**src/rtl/pipe_pkg.sv**
```systemverilog
// Shared pipeline types and constants for the RV32I 5-stage pipeline.
// Used by the fetch stage and reused by decode (if_id_t).
package pipe_pkg;

   localparam int XLEN = 32;

   localparam logic [XLEN-1:0] NOP_INSN = 32'h0000_0013;

   typedef enum logic [1:0] {
      BOOT  = 2'd0,
      RUN   = 2'd1,
      STALL = 2'd2,
      FLUSH = 2'd3
   } fe_state_t;

   typedef struct packed {
      logic [XLEN-1:0] pc;
      logic [XLEN-1:0] pcplus4;
      logic [XLEN-1:0] ir;
      logic            valid;
   } if_id_t;

   // Redirect targets are word addresses; the low two bits are dropped.
   function automatic logic [XLEN-1:0] align_word(input logic [XLEN-1:0] addr);
      return {addr[XLEN-1:2], 2'b00};
   endfunction

endpackage

```
**src/rtl/pc_reg.sv**
```systemverilog
// Program counter register: hold, redirect-load or +4 increment.
// Redirect load has priority over the increment.
module pc_reg
   import pipe_pkg::*;
#(
   parameter logic [XLEN-1:0] RESET_PC = 32'h0000_0000
) (
   input  logic            clk,
   input  logic            rstn,
   input  logic            load_i,
   input  logic [XLEN-1:0] load_pc_i,
   input  logic            advance_i,
   output logic [XLEN-1:0] pc_o,
   output logic [XLEN-1:0] pc_plus4_o
);

   logic [XLEN-1:0] pc_q;
   logic [XLEN-1:0] pc_d;
   logic [XLEN-1:0] pc_plus4;

   // Plain 32-bit add: 32'hFFFF_FFFC + 4 wraps to 0.
   assign pc_plus4 = pc_q + 32'd4;

   always_comb begin
      pc_d = pc_q;
      if (load_i) begin
         pc_d = align_word(load_pc_i);
      end else if (advance_i) begin
         pc_d = pc_plus4;
      end
   end

   always_ff @(posedge clk or negedge rstn) begin
      if (!rstn) begin
         pc_q <= RESET_PC;
      end else begin
         pc_q <= pc_d;
      end
   end

   assign pc_o       = pc_q;
   assign pc_plus4_o = pc_plus4;

endmodule

```
**src/rtl/fetch_stage.sv**
```systemverilog
// IF stage and IF/ID register: owns the PC, honours load-use stalls and EX redirects.
// Optional performance counters are built when FETCH_PERF_CNT_EN is defined.
module fetch_stage
   import pipe_pkg::*;
#(
   parameter logic [XLEN-1:0] RESET_PC = 32'h0000_0000,
   parameter logic [XLEN-1:0] NOP_INSN = pipe_pkg::NOP_INSN
) (
   input  logic            clk,
   input  logic            rstn,
   input  logic            pc_write,
   input  logic            if_id_write,
   input  logic            redirect_valid,
   input  logic [XLEN-1:0] redirect_pc,
   output logic [XLEN-1:0] imem_addr,
   input  logic [XLEN-1:0] imem_rdata,
   output logic [XLEN-1:0] if_id_pc,
   output logic [XLEN-1:0] if_id_pcplus4,
   output logic [XLEN-1:0] if_id_ir,
   output logic            if_id_valid,
   output logic [1:0]      fe_state
`ifdef FETCH_PERF_CNT_EN
   ,
   output logic [XLEN-1:0] cnt_fetch,
   output logic [XLEN-1:0] cnt_stall,
   output logic [XLEN-1:0] cnt_flush
`endif
);

   fe_state_t       state_q;
   if_id_t          if_id_q;
   logic [XLEN-1:0] pc;
   logic [XLEN-1:0] pc_plus4;
   logic            active;
   logic            take_redirect;
   logic            pc_advance;
   logic            if_id_load;

   // Outside BOOT every input is live; a redirect overrides both stall requests.
   assign active        = (state_q != BOOT);
   assign take_redirect = active && redirect_valid;
   assign pc_advance    = active && !redirect_valid && pc_write;
   assign if_id_load    = active && !redirect_valid && if_id_write;

   pc_reg #(
      .RESET_PC (RESET_PC)
   ) u_pc_reg (
      .clk        (clk),
      .rstn       (rstn),
      .load_i     (take_redirect),
      .load_pc_i  (redirect_pc),
      .advance_i  (pc_advance),
      .pc_o       (pc),
      .pc_plus4_o (pc_plus4)
   );

   always_ff @(posedge clk or negedge rstn) begin
      if (!rstn) begin
         state_q <= BOOT;
         if_id_q <= '{pc: '0, pcplus4: 32'd4, ir: NOP_INSN, valid: 1'b0};
      end else begin
         case (state_q)
            BOOT: begin
               state_q <= RUN;
            end
            default: begin
               if (redirect_valid) begin
                  // The instruction fetched this cycle is on the wrong path.
                  if_id_q <= '{pc: pc, pcplus4: pc_plus4, ir: NOP_INSN, valid: 1'b0};
                  state_q <= FLUSH;
               end else begin
                  if (if_id_write) begin
                     if_id_q <= '{pc: pc, pcplus4: pc_plus4, ir: imem_rdata, valid: 1'b1};
                  end
                  state_q <= (!pc_write || !if_id_write) ? STALL : RUN;
               end
            end
         endcase
      end
   end

   assign imem_addr     = pc;
   assign if_id_pc      = if_id_q.pc;
   assign if_id_pcplus4 = if_id_q.pcplus4;
   assign if_id_ir      = if_id_q.ir;
   assign if_id_valid   = if_id_q.valid;
   assign fe_state      = state_q;

`ifdef FETCH_PERF_CNT_EN
   logic [XLEN-1:0] cnt_fetch_q;
   logic [XLEN-1:0] cnt_stall_q;
   logic [XLEN-1:0] cnt_flush_q;

   always_ff @(posedge clk or negedge rstn) begin
      if (!rstn) begin
         cnt_fetch_q <= '0;
         cnt_stall_q <= '0;
         cnt_flush_q <= '0;
      end else begin
         if (if_id_load) begin
            cnt_fetch_q <= cnt_fetch_q + 32'd1;
         end
         if (active && !redirect_valid && !pc_write) begin
            cnt_stall_q <= cnt_stall_q + 32'd1;
         end
         if (take_redirect) begin
            cnt_flush_q <= cnt_flush_q + 32'd1;
         end
      end
   end

   assign cnt_fetch = cnt_fetch_q;
   assign cnt_stall = cnt_stall_q;
   assign cnt_flush = cnt_flush_q;
`endif

endmodule

```
**config.mk**
```make
export PLATFORM = sky130hd
export DESIGN_NAME = fetch_stage
export DESIGN_NICKNAME = d
export VERILOG_FILES = /design/src/rtl/pipe_pkg.sv /design/src/rtl/pc_reg.sv /design/src/rtl/fetch_stage.sv
export SDC_FILE = /design/constraint.sdc
export NUM_CORES = 1
export LEC_CHECK = 0
export ABC_CLOCK_PERIOD_IN_PS = 4300
export CORE_MARGIN = 8
export CORE_UTILIZATION = 49
export CTS_CLUSTER_SIZE = 28
export DETAILED_ROUTE_END_ITERATION = 12
export GPL_TIMING_DRIVEN = 0
export MAX_ROUTING_LAYER = met4
export PLACE_DENSITY = 0.86
export SYNTH_ARGS = -nofsm -noshare
export SYNTH_HDL_FRONTEND = slang
export SYNTH_SLANG_ARGS = --single-unit
```
**constraint.sdc**
```tcl
create_clock -name clk -period 4.3 [get_ports clk]
set_input_delay 0.43 -clock clk [delete_from_list [all_inputs] [get_ports clk]]
set_output_delay 0.43 -clock clk [all_outputs]
set_load 0.02 [all_outputs]
```
==> results.cfg <==
[routing]
drc = 0
antenna_left = 0
vias = 5574
drt_iter0_markers = 522
avgViaCountPerCell = 5.758
drtPass1Iterations = 5
drt-total-wl_um = 21180
wire_per_inst_um = 21.88

[synthesis]
synth.distinct_cells = 54
ys.flop_type = dfrtp_1
ys_async_sr_fraction_pct = 100.0
synth_enable_flop_cells = 0
ys_ff_latch = 125
syn_area_per_cell_um2 = 9.737
yosysSeqAreaShare_pct = 53.90
synth.cell_area_um2 = 5813
yosys_warnings = 0
syn-instance-count = 597

[critical_path]
startpoint = if_id_write
arrival_ns = 2.74
path_class = primary input to flop
max_stage_delay_ns = 0.56
cp_num_buf_inv = 3
startpoint_type = primary input
crit_required_ns = 4.57
path_common_cell = clkbuf_1
cp_max_fo = 10
worst_path_max_delay_cell = clkbuf_1
endpoint_kind = flop
cp_top_family = buffers and inverters
worstPathCellList = clkdlybuf4s50_1 -> o21ai_1 -> clkbuf_1 -> clkbuf_1 -> o21ai_0
r2r_start = fe_state[1]$_DFF_PN0_

[finish]
fin_util_pct = 74.08
final_common_cell = clkdlybuf4s50_1
seqCellArea_um2 = 3133
final_cell_mix = 189 x clkdlybuf4s50_1, 137 x nand2_1, 121 x dfrtp_1
fillCellCount = 848
diodes = 0
fin_nets = 883
final_area_um2 = 8531
multi_input_area_um2 = 2400
synthToLayoutAreaGrowth_pct = 46.75
drive_above_1_share_pct = 8.727

[clock_tree]
root_buffer = clkbuf_16
cts_buffers = 17
cts_setup_buffers = 0
clk_latency_ns = 0.42
cts_sinks = 125
cts_resized = 0
htreeDepth = 4
cts_buffer_depth = 2
cts-hold-fix-buffers = 1
cts_tree = built
path_clk_slew_ns = 0.06

[power_and_ir_drop]
power.total_mw = 3.811
p_leak_nw = 3.574
p_per_area_nw_per_um2 = 446.7
peakVddDrop_v = 0.0003831

[placed_design]
io_buffers = 190
placed_cell_area_um2 = 7941
dp_hpwl_um = 15300
finalWeightedCongestion = 0.9135

[global_routing]
grt_pass1_vias = 5671
globalRouteTotalUtil_pct = 28.27
overflow = 0
grt_pass1_wl_um = 33500
antenna_found_initial = 0
grt_max_degree = 97

[floorplan]
core_area_um2 = 11520
initial_core_util_pct = 50.48
io-pin-count = 200
die_h_um = 124.9
fp.dieW_um = 124.9
rows = 39
dieArea_um2 = 15610

[sta]
post-route-period-util_pct = 57.45
fmax_ghz = 0.4048
grt_setup_unrepaired = no
drv_slew = 0
fin_crit_ns = 2.470
skew_ns = 0.006470
hold_viol = 0
setup_viol = 0
relSlewSlack_pct = 37.54
tightest_slew_ns = 0.9306

[flow_run]
drv_cap = 0

[worst_hold_path]
hold_class = primary input to async pin

[status]
outcome = completed
[per-layer routing]
layer	track usage, %	part of all wire (%)
met1	36.13	43
met2	43.51	47
met3	6.592	7.4
met4	9.312	2.0
met5	-	0
[cell usage after synthesis, types with 6 or more instances]
cell type,n,share of area (%)
xor2_1,9,1.4
dfrtp_1,121,52
buf_2,6,0.52
nor2_1,18,1.2
nor4_2,6,1.3
a21oi_1,19,1.6
nand2_1,137,8.8
o21ai_0,52,4.5
nor3_1,16,1.4
a22oi_1,6,0.77
a311oi_1,8,1.2
or3_1,6,0.65
buf_4,11,1.4
nand3_1,15,1.3
xnor2_1,18,2.7
a22o_1,29,4.4
clkbuf_1,32,2.1
inv_1,7,0.45
and3_1,8,0.86
nand4_1,8,0.86
[metrics by stage]
step | std cells | worst slack (ns) | setup TNS (ns) | hold slack (ns)
global route | 968 | 1.721 | 0 | 0.4632
CTS | 968 | 1.875 | 0 | 0.4560
floorplan | 602 | 2.311 | 0 | 0.1344
global placement | 935 | -1.932 | -234.49 | 0.4589
detailed placement | 936 | 1.478 | 0 | 0.3207
finish | 968 | 1.830 | 0 | 0.4469
[where the power goes]
part	internal (mW)	total, mW	leakage [nW]	switching (mW)
clock	0.867	1.39	0.280	0.526
sequential	1.33	1.45	1.51	0.123
combinational	0.429	0.969	1.78	0.540
[final cells by class]
cell class | count | area share [%]
Clock inverter | 9 | 0.9974
Clock buffer | 22 | 5.793
Inverter | 8 | 0.3520
Buffer | 54 | 3.153
Timing Repair Buffer | 192 | 22.75
Tap cell | 143 | 2.097
Sequential cell | 125 | 36.73
Multi-Input combinational cell | 415 | 28.13
[registers in the layout, indices dropped and copies added (netlist names)]
name,flops
fe_state,2
if_id_ir,32
if_id_pc,30
if_id_pcplus4,30
if_id_valid,1
u_pc_reg.pc_o,30
[final timing paths]
check,end,slack (ns),depth (start not counted)
min in group clk,if_id_pc[25]$_DFFE_PN0P_,0.47,2
max in group asynchronous,if_id_ir[0]$_DFFE_PN1P_,3.07,3
worst min-delay path,if_id_ir[6]$_DFFE_PN0P_,0.45,2
worst max-delay path,if_id_pcplus4[30]$_DFFE_PN0P_,1.83,5
worst min register to register,if_id_pc[25]$_DFFE_PN0P_,0.47,2
worst max register to register,if_id_pcplus4[30]$_DFFE_PN0P_,1.83,5
[kinds of logic after synthesis]
logic type,after synthesis,share of synthesized area [%]
AO/OA/AOI/OAI,146,16.62
buffers and inverters,62,5.144
flip-flops,125,53.90
adder cells (fa/ha/maj),1,0.2152
AND/OR/NAND/NOR,234,19.82
XOR/XNOR,27,4.068
multiplexers,1,0.1722
other,1,0.06451
Power figures use the tool's default switching activity.
